===== config.mk =====
export PLATFORM = sky130hd
export DESIGN_NAME = gray_counter_flat
export DESIGN_NICKNAME = d
export VERILOG_FILES = /design/src/rtl/gray_counter_if.sv /design/src/rtl/gray_counter.sv /design/src/flat_wrapper.sv
export SDC_FILE = /design/constraint.sdc
export NUM_CORES = 1
export LEC_CHECK = 0
export ABC_AREA = 1
export CAP_MARGIN = 10
export CORE_MARGIN = 5
export CORE_UTILIZATION = 25
export CTS_BUF_LIST = sky130_fd_sc_hd__clkbuf_4
export DETAILED_ROUTE_END_ITERATION = 16
export SYNTH_ARGS = -nofsm -noshare
export SYNTH_HDL_FRONTEND = slang
export SYNTH_SLANG_ARGS = --single-unit
export TNS_END_PERCENT = 1

===== constraint.sdc =====
create_clock -name clk -period 1.9 [get_ports clk]
set_input_delay 0.38 -clock clk [delete_from_list [all_inputs] [get_ports clk]]
set_output_delay 0.38 -clock clk [all_outputs]
set_load 0.05 [all_outputs]

===== src/rtl/gray_counter_if.sv =====
// Bus bundle for the Gray-code counter: control strobes in, count and flags out.
interface gray_counter_if #(
    parameter int unsigned WIDTH = 4
) ();
    logic             clr;
    logic             load;
    logic [WIDTH-1:0] load_bin;
    logic             en;
    logic             up_dn;
    logic [WIDTH-1:0] gray;
    logic [WIDTH-1:0] binary;
    logic             wrap;
    logic             at_max;

    // Controller side: drives the strobes, observes the count.
    modport master (
        output clr, load, load_bin, en, up_dn,
        input  gray, binary, wrap, at_max
    );

    // Counter side: samples the strobes, drives the count.
    modport slave (
        input  clr, load, load_bin, en, up_dn,
        output gray, binary, wrap, at_max
    );
endinterface


===== src/rtl/gray_counter.sv =====
// Parameterised Gray-code counter with binary shadow, clear, load, up/down and wrap pulse.
// WIDTH must be at least 2.
module gray_counter #(
    parameter int unsigned WIDTH = 4
) (
    input  logic          clk,
    input  logic          rst_n,
    gray_counter_if.slave bus
);
    localparam logic [WIDTH-1:0] MAX_VAL = '1;
    localparam logic [WIDTH-1:0] ONE     = WIDTH'(1);

    logic [WIDTH-1:0] bin_q;
    logic [WIDTH-1:0] gray_q;
    logic             wrap_q;

    logic [WIDTH-1:0] next_bin;
    logic [WIDTH-1:0] next_gray;
    logic             next_wrap;

    // Next binary value by priority clr > load > count; wrap only on en-driven roll-over.
    always_comb begin
        next_bin  = bin_q;
        next_wrap = 1'b0;
        if (bus.clr) begin
            next_bin = '0;
        end else if (bus.load) begin
            next_bin = bus.load_bin;
        end else if (bus.en) begin
            if (bus.up_dn) begin
                next_bin  = bin_q + ONE;
                next_wrap = (bin_q == MAX_VAL);
            end else begin
                next_bin  = bin_q - ONE;
                next_wrap = (bin_q == '0);
            end
        end
        next_gray = next_bin ^ (next_bin >> 1);
    end

    // Binary, Gray and wrap registers share one edge so gray is never decoded combinationally.
    always_ff @(posedge clk or negedge rst_n) begin
        if (!rst_n) begin
            bin_q  <= '0;
            gray_q <= '0;
            wrap_q <= 1'b0;
        end else begin
            bin_q  <= next_bin;
            gray_q <= next_gray;
            wrap_q <= next_wrap;
        end
    end

    assign bus.binary = bin_q;
    assign bus.gray   = gray_q;
    assign bus.wrap   = wrap_q;
    assign bus.at_max = (bin_q == MAX_VAL);
endmodule


===== src/flat_wrapper.sv =====
// flat-port wrapper written by rule: the top's interface ports become plain ports
module gray_counter_flat 
#(
    parameter int unsigned WIDTH = 4
)
  (clk, rst_n, bus_clr, bus_load, bus_load_bin, bus_en, bus_up_dn, bus_gray, bus_binary, bus_wrap, bus_at_max);
  gray_counter_if #(.WIDTH(WIDTH)) bus_i ();
  input  logic clk;
  input  logic rst_n;
  input wire logic [$bits(bus_i.clr)-1:0] bus_clr;
  input wire logic [$bits(bus_i.load)-1:0] bus_load;
  input wire logic [$bits(bus_i.load_bin)-1:0] bus_load_bin;
  input wire logic [$bits(bus_i.en)-1:0] bus_en;
  input wire logic [$bits(bus_i.up_dn)-1:0] bus_up_dn;
  output wire logic [$bits(bus_i.gray)-1:0] bus_gray;
  output wire logic [$bits(bus_i.binary)-1:0] bus_binary;
  output wire logic [$bits(bus_i.wrap)-1:0] bus_wrap;
  output wire logic [$bits(bus_i.at_max)-1:0] bus_at_max;
  assign bus_i.clr = bus_clr;
  assign bus_i.load = bus_load;
  assign bus_i.load_bin = bus_load_bin;
  assign bus_i.en = bus_en;
  assign bus_i.up_dn = bus_up_dn;
  assign bus_gray = bus_i.gray;
  assign bus_binary = bus_i.binary;
  assign bus_wrap = bus_i.wrap;
  assign bus_at_max = bus_i.at_max;
  gray_counter #(.WIDTH(WIDTH)) u_core (.clk(clk), .rst_n(rst_n), .bus(bus_i));
endmodule

-- Word-level counts from Yosys, hierarchy flattened
Cells that the tools add are included.
- bits in registers: 9
- input port bits: 10
- output and inout port bits: 10
- word-level logic and storage cells: 16
- add/subtract/negate cells: 2
- eq/ne operators: 1
- multiplexer cells: 8
- bitwise logic cells: 1
- reduce and logical (&&, ||, !) cells: 1
- operators by type and width (operator ; count):
    two-way mux 4 bit ; 4
    adder 4 x 1 -> 4 bit (second input constant) ; 1
    == test 4 bit (second input constant) ; 1
    zero test 4 bit ; 1
    two-way mux 1 bit ; 4
    subtractor 4 x 1 -> 4 bit (second input constant) ; 1
    XOR 4 x 3 -> 4 bit ; 1

-- Depth between registers and ports, before layout
- depth after elaboration: 6
- depth in mapped cells: 11
- mapped depth without buffers: 11

-- Worst setup path after synthesis
No wires, ideal clock.
- path kind: reg2out
- start: register u_core.bin_q[2] (netlist: u_core.bus.binary[2])
- end: output bus_at_max
- data arrival time: 1.515 ns
- setup slack: 0.005 ns
- cell stages (with the launch flop): 3
- buffers on the path: 0
- cells stage by stage: dfrtp_1 > inv_1 > nor4_4
- word-level cells in the longest chain between the ends: 1
- ends and longest elaborated chain (element ; line ; RTL):
    start: declaration ; gray_counter.sv:13 ; logic [WIDTH-1:0] bin_q;
    start signal: assignment ; gray_counter.sv:48 ; bin_q <= next_bin;
    == test 4 bit ; gray_counter.sv:57 ; assign bus.at_max = (bin_q == MAX_VAL);
    end: declaration ; flat_wrapper.sv:18 ; output wire logic [$bits(bus_i.at_max)-1:0] bus_at_max;
No other way between the ends.

-- Final worst setup path
- start: register u_core.gray_q[0] (netlist: u_core.bus.gray[0])
- end: output bus_gray[0]
- RTL lines (element ; line ; RTL):
    start: declaration ; gray_counter.sv:14 ; logic [WIDTH-1:0] gray_q;
    start signal: assignment ; gray_counter.sv:49 ; gray_q <= next_gray;
    end: declaration ; flat_wrapper.sv:15 ; output wire logic [$bits(bus_i.gray)-1:0] bus_gray;
No word-level cell between the ends.

==> results.cfg <==
[floorplan]
die_area_um2 = 3190
ios = 20
die_y_um = 56.4
num_rows = 16
start_util_pct = 26.9
core_area_um2 = 2000
die_width_um = 56.4

[cells_and_area]
fin_nets = 102
insertedDiodeCount = 0
final_util_pct = 39.1
fin_cells = 114
layout_commonest_cell = nand2_1
area_growth_pct = 45.2
drive_above_1_share_pct = 21.8
layout_common_cells = nand2_1, inv_1, clkdlybuf4s50_1

[critical_path]
critPathMaxStageDelay_ns = 0.80
r2r-start = u_core.bus.binary[1]$_DFF_PN0_
critPathMaxFanout = 1
worstSetupPathType = reg -> out
cp_data_arrival_time_ns = 1.36
endpoint_kind = primary output
crit_start = u_core.bus.gray[0]$_DFF_PN0_
cp_num_buf_inv = 1
worstPathCellList = clkdlybuf4s50_1
worstPathRequired_ns = 1.52
start_kind = flip-flop
cp_slowest_cell = clkdlybuf4s50_1
cp_top_family = buffers and inverters

[timing]
worst-slew-pin-transition_ns = 0.497
finalClockSkew_ns = 0.00180
rsz0062_at_grt = no
fmax_mhz = 573
setup_tns_ns = 0
maxSlewHeadroom_pct = 66.7
finalSetupViolCount = 0
slew_violations = 0
hold_viol = 0
period_minus_slack_ns = 1.74
timing.final.crit_share_pct = 91.8

[power]
vdd_drop_max_mv = 0.422
leakage_nw = 0.405
switchingPower_w = 0.000207
p_int_w = 0.000341
power_w = 0.000548
p_sw_share_pct = 37.8
share_comb_of_total_power_pct = 40.5
powerDensity_nw_per_um2 = 700
p_clk_share_pct = 22.7
pwr-share-seq_pct = 36.8

[routing]
drtIter0Drc = 3
drc = 0
routed_wl_um = 1170
first_pass_iters = 2
viasPerCell = 4.30
postRouteAntennaNets = 0
vias = 490
routedWlPerCell_um = 10.3

[place]
port_buffers = 19
place_congestion = 0.741
place_inst = 111
dpl.hpwl_um = 1020

[synthesis]
syn-instance-count = 65
ys_seq_area_share_pct = 37.1
yosysUniqueCellTypes = 21
syn-cell-area_um2 = 539
synth_warnings = 0
syn_nets = 78
postSynthAreaPerCell_um2 = 8.30
ys_seq_elements = 8

[clock_tree]
numCtsBuffers = 3
clkTransAtPathRegs_ns = 0.05
htreeDepth = 1
clk_latency_ns = 0.25
holdBufCountCts = 0
cts.sinks = 8
tritoncts = built
clockBufferDepth = 2
cts_root_buf = clkbuf_4
ctsResizeCount = 0
post-cts-setup-buffers = 0

[global_route]
grt_use_total_pct = 8.73
antenna_found_initial = 0
grt_pass1_wl_um = 2180
grt_max_degree = 9
grt_pass1_vias = 511
grt_overflow = 0

[job]
drv_cap = 0

[hold_path]
hp-class = in -> async

[status]
outcome = completed
## worst paths after layout
check	endpoint	slack, ns	depth (start not counted)
max	bus_gray[0]	0.16	1
min	u_core.bus.wrap$_DFF_PN0_	0.40	1
max reg2reg	u_core.bus.gray[1]$_DFF_PN0_	0.24	5
min reg2reg	u_core.bus.binary[3]$_DFF_PN0_	0.76	4
max in group asynchronous	u_core.bus.binary[2]$_DFF_PN0_	1.25	1
min in group clk	u_core.bus.wrap$_DFF_PN0_	0.56	3
## power groups by stage
stage | registers [W] | logic [W] | clock network (W)
finish | 0.000202 | 0.000222 | 0.000124
global route | 0.000205 | 0.000242 | 0.000145
CTS | 0.000202 | 0.000226 | 0.000130
detailed placement | 0.000205 | 0.000224 | 0
global placement | 0.000205 | 0.000222 | 0
floorplan | 0.000265 | 0.0000867 | 0
## flip-flops by register name, summed over array words and instances, names as in the netlist
register,count
u_core.bus.binary,4
u_core.bus.gray,3
u_core.bus.wrap,1
## Yosys cell counts, drive strengths merged
cell type / number / area share (%)
o211ai: 1 / 2.3
xnor2: 1 / 1.6
fa: 1 / 3.7
nor4: 1 / 3.9
ha: 2 / 4.6
a41oi: 1 / 1.6
dfrtp: 8 / 37
nand3: 6 / 7.4
xor2: 3 / 4.9
a21oi: 2 / 1.9
nand2: 14 / 9.7
nor2: 4 / 2.8
or2: 3 / 3.5
inv: 14 / 9.7
nor3: 1 / 1.9
buf: 1 / 1.4
o21ai: 2 / 1.9
## cell families (layout without fill, tap and decap cells)
group                      count (synthesis)  after routing  synth area share, %
AOI/OAI and AO/OA                          6              6                 7.65
adders and majority gates                  3              3                 8.35
buffers and inverters                     15             37                 11.1
and+or+nand+nor                           29             29                 29.2
xor gates and xnor gates                   4              4                 6.50
DFF                                        8              8                 37.1
## cell type report
cell class                 instances  area (µm²)
fill                             218        1220
multi-input combinational         42         279
sequential                         8         200
timing repair buffer              20         195
inverter                          14        52.6
tap                               27        33.8
clock buffer                       3        22.5
## routing by layer
| metal | routed length, µm | up-vias | track usage (%) |
|---|---|---|---|
| met5 | 0 | - | 0 |
| met4 | 14 | 0 | 4.07 |
| met3 | 74 | 2 | 3.44 |
| met2 | 593 | 16 | 14.9 |
| met1 | 492 | 227 | 9.37 |
| li1 | - | 245 | - |
## through the flow
| stage | hold slack [ns] | instance area (µm²) | worst slack [ns] |
|---|---|---|---|
| floorplan | 0.0844 | 539 | 0.00508 |
| global placement | 0.674 | 758 | -0.173 |
| detailed placement | 0.683 | 758 | -0.180 |
| CTS | 0.412 | 781 | 0.0550 |
| global route | 0.415 | 783 | 0.0855 |
| finish | 0.400 | 783 | 0.156 |
(Power assumes the default switching activity.)
